### src/rtl/dlx_fetch_unit.sv
// dlx_fetch_unit: DLX PC register, request/ack instruction fetch and next-PC selection.
// Define FETCH_MISALIGN_TRAP_EN to trap misaligned redirects instead of masking them.
module dlx_fetch_unit #(
    parameter logic [0:31] RESET_PC = 32'h0000_0000
) (
    input  logic        clk,
    input  logic        reset,
    output logic        imem_req,
    output logic [0:31] imem_addr,
    input  logic        imem_ack,
    input  logic [0:31] imem_rdata,
    output logic [0:31] inst,
    output logic        inst_valid,
    input  logic        inst_ready,
    output logic [0:31] pc_out,
    output logic [0:31] link_addr,
    input  logic        jump,
    input  logic        branch,
    input  logic        branchZero,
    input  logic        regToPC,
    input  logic [0:31] reg_a,
    output logic        fault
);
    typedef enum logic [1:0] {
        IDLE,
        REQ,
        HOLD
`ifdef FETCH_MISALIGN_TRAP_EN
        , FAULT
`endif
    } state_t;

    state_t      state;
    logic [0:31] pc, link, next_raw, next_pc;
    logic        taken;

    assign taken    = branchZero ? (reg_a == 32'd0) : (reg_a != 32'd0);
    assign next_raw = jump ? (regToPC ? reg_a : link + {{6{inst[6]}}, inst[6:31]})
                    : (branch && taken) ? link + {{16{inst[16]}}, inst[16:31]}
                    : link;

`ifdef FETCH_MISALIGN_TRAP_EN
    assign next_pc = next_raw;
    assign fault   = (state == FAULT);
`else
    assign next_pc = {next_raw[0:29], 2'b00};
    assign fault   = 1'b0;
`endif

    assign imem_req   = (state == REQ);
    assign inst_valid = (state == HOLD);
    assign imem_addr  = pc;
    assign pc_out     = pc;
    assign link_addr  = link;

    always_ff @(posedge clk or posedge reset) begin
        if (reset) begin
            state <= IDLE;
            pc    <= RESET_PC;
            link  <= RESET_PC + 32'd4;
            inst  <= 32'd0;
        end else begin
            case (state)
                IDLE: state <= REQ;
                REQ: begin
                    if (imem_ack) begin
                        inst  <= imem_rdata;
                        state <= HOLD;
                    end
                end
                HOLD: begin
                    if (inst_ready) begin
                        pc   <= next_pc;
                        link <= next_pc + 32'd4;
`ifdef FETCH_MISALIGN_TRAP_EN
                        state <= (next_pc[30:31] != 2'b00) ? FAULT : REQ;
`else
                        state <= REQ;
`endif
                    end
                end
                default: state <= state;
            endcase
        end
    end
endmodule

### config.mk
export PLATFORM = sky130hd
export DESIGN_NAME = dlx_fetch_unit
export DESIGN_NICKNAME = d
export VERILOG_FILES = /design/src/rtl/dlx_fetch_unit.sv
export SDC_FILE = /design/constraint.sdc
export NUM_CORES = 1
export LEC_CHECK = 0
export ABC_AREA = 1
export BUFFER_PORTS_ARGS = -buffer_cell sky130_fd_sc_hd__buf_2
export CAP_MARGIN = 20
export CORE_ASPECT_RATIO = 0.7
export CORE_MARGIN = 1.5
export CORE_UTILIZATION = 56
export CTS_CLUSTER_SIZE = 25
export DETAILED_ROUTE_END_ITERATION = 16
export HOLD_SLACK_MARGIN = 0.15
export PLACE_DENSITY = 0.9
export SLEW_MARGIN = 25
export SYNTH_ARGS = -nofsm -noshare
export SYNTH_HDL_FRONTEND = slang
export SYNTH_SLANG_ARGS = --single-unit
### constraint.sdc
create_clock -name clk -period 3.1 [get_ports clk]
set_input_delay 0.31 -clock clk [delete_from_list [all_inputs] [get_ports clk]]
set_output_delay 0.31 -clock clk [all_outputs]
set_load 0.05 [all_outputs]
# [After elaboration in Yosys (flattened, before gate mapping)]
# Index checks and enable logic that the tools add are counted.
[totals] ff_bits=96 input_bits=72 output_inout_bits=131 wordCells=26
[op_classes] n_addsub=3 eq_ne=4 muxes=7 reduce_logical=8
[op_table] op="$mux 32" n=3
[op_table] op="$add 32x32->32" n=2
[op_table] op="$add 32x3->32 const B" n=1
[op_table] op="$logic_not 32->1" n=1
[op_table] op="$reduce_bool 32->1" n=1
[op_table] op="$pmux 2 s3" n=1
[op_table] op="$mux 2" n=2
[op_table] op="$ne 2x1->1 const B" n=2
[op_table] op="$reduce_and 2->1" n=2
[op_table] op="$reduce_and 3->1" n=1
[op_table] op="$reduce_bool 3->1" n=1
[op_table] op="$eq 2x1->1 const B" n=1
[op_table] op="$eq 2x2->1 const B" n=1
[op_table] op="$logic_not 2->1" n=1
[op_table] op="$logic_and 1x1->1" n=1
[op_table] op="$mux 1" n=1

# [Depth between registers and ports, before layout]
# Gate-level depths: netlist (run 1).
[logic_depth] ltp_word=6 ltp_mapped=22

# [Least setup slack after synthesis (run 1)]
# OpenSTA, ideal clock, no wires.
[synth_path] kind="register -> register" from="reg inst[16] (netlist bit)" to="reg link (netlist bit link_addr[4])" setup_time_ps=126 arrival_ps=2927 required_ps=2974 path_slack_ps=47 path_stages_with_launch=18 period_less_slack_ps=3053 cell_sequence="dfrtp_1 -> ha_1 -> nand2_1 -> inv_1 -> nand2_1 -> inv_1 -> a21oi_1 -> nand2_1 -> a21oi_1 -> o21ai_0 -> nand2_1 -> o21ai_1 -> nor2_1 -> nand4_2 -> nor2_4 -> nand3_1 -> nand2_1 -> nand3_1"
[synth_between] elab_chain_cells=4
[synth_lines] element="start: declaration" line="12" rtl="output logic [0:31] inst,"
[synth_lines] element="start signal: assignment" line="67" rtl="inst <= imem_rdata;"
[synth_lines] element="$add 32x32->32, on equally long branches" line="39, 38"
[synth_lines] element="$mux 32, on equally long branches" line="39, 38"
[synth_lines] element="$mux 32 (*)" line="38" rtl="assign next_raw = jump ? (regToPC ? reg_a : link + {{6{inst[6]}}, inst[6:31]})"
[synth_lines] element="$add 32x3->32 (*)" line="74" rtl="link <= next_pc + 32'd4;"
[synth_lines] element="end signal: assignment" line="60" rtl="link <= RESET_PC + 32'd4;"
[synth_lines] element="end signal: assignment" line="74"
[synth_lines] element="end: declaration" line="34" rtl="logic [0:31] pc, link, next_raw, next_pc;"
# Mark *: on every way between the ends. The rest lies on a longest branch, timed or not.
# A chain may end at the register's enable or synchronous reset.

# [Worst setup path in the final report (run 1)]
[layout_path] from="reg link (netlist bit link_addr[20])" to="reg link (netlist bit link_addr[2])"
[layout_between] elab_chain_cells=4
[layout_lines] element="$add 32x32->32, on equally long branches" line="39, 38"
[layout_lines] element="$mux 32, on equally long branches" line="39, 38"
[layout_lines] element="$mux 32 (*)" line="38"
[layout_lines] element="$add 32x3->32 (*)" line="74"
# Marks and branches as above.

==> impl_metrics.toml, run 1 <==
[global_routing]
grt_pass1_wl_um = 52100
grt_use_total = 0.401
grt-ovfl-total = 0
antenna_found_initial = 0
grt_max_degree = 91
first_global_vias = 10016
grtUsageMet2 = 0.641
grt.met3_usage = 0.0954
top_usage_layer = "met2"
use_met1 = 0.532

[critical_path]
crit_arrival_ns = 3.36
cpMostUsedCell = "nand2_1"
crit_required_ns = 3.35
critPathKind = "reg2reg"
cp-start-kind = "register"
cp-end-kind = "register"
cpPeakStageDelay_ns = 0.45
crit_path_start = "link_addr[20]$_DFFE_PP0P_"
worstReg2RegStart = "link_addr[20]$_DFFE_PP0P_"
critPathSlowestCell = "dfrtp_1"
crit_fanout = 7
crit_chain = "ha_4, nand2_1, nor2_1, nand3_1, nand3_2, xor2_1, nand2_1, nand3_1, nand2_1, nor2_1, nand2_1, inv_1, nand3_4, nor2_4, nand3_2, nand2_1, o21ai_1"

[logic_synthesis]
synth_seq_cells = 94
synth_edf_count = 0
muxShareOfSynthArea = 0.0408
yosysWarnings = 0
yosysUniqueCellTypes = 45
synth_simple_gate_area_frac = 0.395
synth_compound_area_frac = 0.0914
synth_adder_area_share = 0.0643
synth.area.top_cells = "dfrtp_1 26%, nand2_1 22%, inv_1 7.9%"
syn_inst = 1470
synth_xor_area_frac = 0.0212
synth_top_family_by_area = "simple AND/OR/NAND/NOR gates"
synth_area_um2 = 9070
synth_area_per_cell_um2 = 6.17
synth_seq_area_share = 0.259
synth_flop_cell = "dfrtp_1"
yosys.area.top_type_share = 0.256
async_reset_ff_frac = 1.00
synth_area_leader_cell = "dfrtp_1"

[route]
ant_nets = 0
routed_wl_um = 35500
routedWlPerCell_um = 18.0
vias = 11268
dr.pass1.iters = 6
route.detailed.drc = 0
drtIter0Drc = 1248
viasPerCell = 5.73

[floorplan]
dieArea_um2 = 17000
die_h_um = 110
start_util = 0.578
pin_count = 203
coreArea_um2 = 15700
fp-row-count = 38
dieWidth_um = 155

[clocking]
cts.sinks = 94
cts_made_buffers = 9
root_buffer = "clkbuf_16"
clkTransAtPathRegs_ns = 0.08
h-tree-depth = 3
clockBufferDepth = 2
cts_tree = "yes"
insertion_delay_ns = 0.37

[timing]
finalSetupViolCount = 1
period_share = 1.00
min_period_ns = 3.11
max-slew-margin-rel = 0.426
rsz0062_at_grt = "yes"
hold_viol = 0
fmax_mhz = 321
skew_ns = 0.0121
worst_slack_ns = -0.0128
worst_pin_slew_ns = 0.861
slew_viol_final = 0

[place]
globalplace.congestion = 1.02
dpl_cell_area_um2 = 10900
port_buffers = 195
hpwl_um = 27100

[hold_path]
min-delay-start = "imem_rdata[14]"
hold_class = "in2reg"

[cells_and_area]
layout_common_cells = "499 x nand2_1, 195 x buf_2, 185 x inv_1"
diodes = 0
final_area_um2 = 12000
layout.area.seq_um2 = 2360
multiInputGateArea_um2 = 6270
num-fill-cells = 1243
drive_above_1_share = 0.317
syn2layout_area_growth_pct = 32.6
nets = 1879
final_common_cell = "nand2_1"

[job]
maxCapViolCount = 0

[status]
violations = "negative setup slack"
outcome = "finished with violations"
[layout make-up]
cell class | instances | area share
Timing Repair Buffer | 343 | 0.177
Sequential cell | 94 | 0.196
Inverter | 193 | 0.0604
Clock inverter | 7 | 0.00551
Multi-Input combinational cell | 1120 | 0.521
Tap cell | 200 | 0.0208
Clock buffer | 9 | 0.0187
[synth_stat cells (all sizes together) (2+ instances only)]
| cell | number |
|---|---|
| mux2 | 32 |
| ha | 45 |
| a21oi | 85 |
| nor2 | 153 |
| buf | 46 |
| and2 | 2 |
| nand3b | 5 |
| nor3 | 13 |
| dfrtp | 93 |
| a21o | 2 |
| inv | 193 |
| o21bai | 6 |
| xor2 | 20 |
| o21a | 2 |
| a211oi | 2 |
| nand2 | 534 |
| clkbuf | 23 |
| o21ai | 56 |
| nand3 | 126 |
| nand4 | 20 |
| xnor2 | 2 |
[worst paths after layout]
check,cells after the start,slack (ns),endpoint
max reg2reg,17,-0.01,link_addr[2]$_DFFE_PP0P_
min in group asynchronous,3,0.55,imem_addr[26]$_DFFE_PP0P_
min reg2reg,2,0.50,imem_addr[7]$_DFFE_PP0P_
max in group asynchronous,4,1.84,link_addr[8]$_DFFE_PP0P_
min,2,0.17,inst[14]$_DFFE_PP0P_
max,17,-0.01,link_addr[2]$_DFFE_PP0P_
[cell families after synthesis]
| logic type | Yosys count |
|---|---|
| compound gates | 157 |
| xor+xnor | 22 |
| fa+ha+maj | 46 |
| buf+inv | 262 |
| flops | 94 |
| mux | 33 |
| other cells | 1 |
| simple gates | 855 |
[state kept, by name (all words and copies together) (netlist names)]
signal / cells
inst: 32
imem_addr: 30
link_addr: 30
state: 2
[layer usage]
metal | routed length [µm] | share of wire
met1 | 14100 | 0.40
met2 | 15700 | 0.44
met3 | 4340 | 0.12
met4 | 1360 | 0.038
met5 | 0 | 0
[stage by stage]
step	worst slack [ns]	TNS [ns]	cells	hold slack [ns]	util
2_1_floorplan	0.0474	0	1476	0.461	-
3_3_place_gp	-0.227	-1.22	1936	0.395	0.696
3_5_place_dp	-0.300	-3.05	1936	0.413	0.696
4_1_cts	0.0106	0	1954	0.173	0.720
5_1_grt	-0.180	-1.44	1966	0.173	0.767
6_report	-0.0128	-0.0128	1966	0.169	0.767
[critical path: cells and delay by family, from the launching register on]
family	cells	cell delay, ns
AO/OA/AOI/OAI	1	0.07
XOR/XNOR	1	0.23
adder cells (fa/ha/maj)	1	0.33
buffers and inverters	1	0.09
flip-flops	1	0.45
AND/OR/NAND/NOR	13	1.82
[timing repair]
item,in CTS,in global routing
hold buffers,1,0
endpoints found under the setup margin,22,22
hold endpoints to repair,40,0
pin swaps,3,29
resized for setup,15,153
setup buffers,1,12
Power of run 1 is not shown: default switching activity piles up to over one toggle a cycle in this logic, so the estimate is an artifact.
==> run 2: changes to the inputs <==
--- a/config.mk
+++ b/config.mk
@@ -10,11 +10,11 @@
 export CAP_MARGIN = 20
 export CORE_ASPECT_RATIO = 0.7
 export CORE_MARGIN = 1.5
-export CORE_UTILIZATION = 56
+export CORE_UTILIZATION = 30
 export CTS_CLUSTER_SIZE = 25
 export DETAILED_ROUTE_END_ITERATION = 16
 export HOLD_SLACK_MARGIN = 0.15
-export PLACE_DENSITY = 0.9
+export PLACE_DENSITY = 0.57
 export SLEW_MARGIN = 25
 export SYNTH_ARGS = -nofsm -noshare
 export SYNTH_HDL_FRONTEND = slang
==> constraint.sdc (replaced) <==
create_clock -name clk -period 3.1 [get_ports clk]
set_input_delay 0.155 -clock clk [delete_from_list [all_inputs] [get_ports clk]]
set_output_delay 0.155 -clock clk [all_outputs]
set_load 0.05 [all_outputs]
==> impl_metrics.toml, run 2 (synthesis gave the netlist of run 1 again) <==
[status]
outcome = "complete, no violations"

[critical_path]
critPathKind = "reg2reg"
cp-end-kind = "register"
crit_path_start = "inst[16]$_DFFE_PP0P_"
worstReg2RegStart = "inst[16]$_DFFE_PP0P_"
crit_fanout = 8
cp-start-kind = "register"
crit_required_ns = 3.36
crit_arrival_ns = 3.23

[timing]
worst_pin_slew_ns = 0.787
fmax_mhz = 337
rsz0062_at_grt = "yes"
hold_viol = 0
skew_ns = 0.0172
period_share = 0.957
finalSetupViolCount = 0
min_period_ns = 2.97
slew_viol_final = 0
max-slew-margin-rel = 0.475

[place]
port_buffers = 195
globalplace.congestion = 0.972
dpl_cell_area_um2 = 11800
hpwl_um = 30900

[floorplan]
dieArea_um2 = 31300
fp-row-count = 53
start_util = 0.303
dieWidth_um = 211
pin_count = 203
coreArea_um2 = 29900
die_h_um = 149

[clocking]
clkTransAtPathRegs_ns = 0.08
h-tree-depth = 3
insertion_delay_ns = 0.39
clockBufferDepth = 2
cts.sinks = 94
cts_tree = "yes"
root_buffer = "clkbuf_16"
cts_made_buffers = 9

[cells_and_area]
final_area_um2 = 13400
layout_common_cells = "493 x nand2_1, 218 x buf_4, 195 x buf_2"
diodes = 0
num-fill-cells = 3188
multiInputGateArea_um2 = 6360
syn2layout_area_growth_pct = 47.6
nets = 1993
largest_register_ffs = 32
drive_above_1_share = 0.348
final_common_cell = "nand2_1"
regMostFlops = "inst"
layout.area.seq_um2 = 2370

[route]
ant_nets = 0
drtIter0Drc = 705
dr.pass1.iters = 5
vias = 10770
route.detailed.drc = 0
viasPerCell = 4.70
routed_wl_um = 38000
routedWlPerCell_um = 16.6

[global_routing]
antenna_found_initial = 1
grt_use_total = 0.242
grt_max_degree = 91
grt_pass1_wl_um = 56700
grt-ovfl-total = 0
first_global_vias = 10043

[hold_path]
hold_class = "in2reg"
min-delay-start = "reg_a[1]"

[job]
maxCapViolCount = 0
run 2: through the flow:
step	setup TNS, ns	setup WS (ns)	hold WS [ns]	utilization	std cells
after global placement	-0.593	-0.141	0.344	0.394	2224
after detailed placement	-0.763	-0.165	0.357	0.394	2224
after CTS	0	0.00467	0.268	0.418	2277
after global routing	-0.0910	-0.0352	0.313	0.448	2292
after floorplan	0	0.0474	0.306	-	1476
final	0	0.133	0.295	0.448	2292
run 2: routing by layer:
| layer | wire (µm) | vias to the layer above | GRT usage | part of all wire |
|---|---|---|---|---|
| met5 | 13 | - | 0 | 0.00034 |
| met4 | 1220 | 2 | 0.0846 | 0.032 |
| met3 | 3180 | 56 | 0.0574 | 0.084 |
| met2 | 15400 | 377 | 0.351 | 0.41 |
| met1 | 18100 | 4887 | 0.347 | 0.48 |
| li1 | - | 5448 | - | - |
run 2: final cells by class:
type / instances / area share
Multi-Input combinational cell: 1120 / 0.475
Timing Repair Buffer: 457 / 0.233
Sequential cell: 94 / 0.177
Inverter: 193 / 0.0543
Tap cell: 412 / 0.0385
Clock buffer: 12 / 0.0184
Clock inverter: 4 / 0.00411
run 2: path summary, 6_finish.rpt:
| check | slack, ns | end | cells past startpoint |
|---|---|---|---|
| setup / recovery | 0.13 | link_addr[0]$_DFFE_PP0P_ | 18 |
| hold / removal | 0.30 | imem_addr[1]$_DFFE_PP0P_ | 5 |
| setup reg to reg | 0.13 | link_addr[0]$_DFFE_PP0P_ | 18 |
| hold reg to reg | 0.49 | imem_addr[4]$_DFFE_PP0P_ | 2 |
| max in group asynchronous | 1.89 | link_addr[29]$_DFFE_PP1P_ | 4 |
| min in group asynchronous | 0.46 | imem_addr[28]$_DFFE_PP0P_ | 3 |
run 2: critical path, cell delays in order (launching register included):
cell     delay (ns)
dfrtp_2        0.44
buf_4          0.18
ha_1           0.35
nand2_1        0.12
nor2_2         0.14
inv_1          0.13
nor2_2         0.16
nand3_2        0.13
nand4_1        0.12
nand3_1        0.11
nand2_1        0.09
nand2_2        0.09
buf_4          0.16
nor2_2         0.11
nand2_1        0.12
nor3_2         0.15
nand3_1        0.11
nand2_1        0.07
nand3_1        0.06
run 2: what timing repair did:
action,CTS,global route
gates resized for setup,9,175
hold endpoints to repair,90,0
hold buffers,36,0
pin swaps,1,33
buffers inserted,1,15
endpoints found under the setup margin,14,24
Power of run 2 is left out for the same reason.
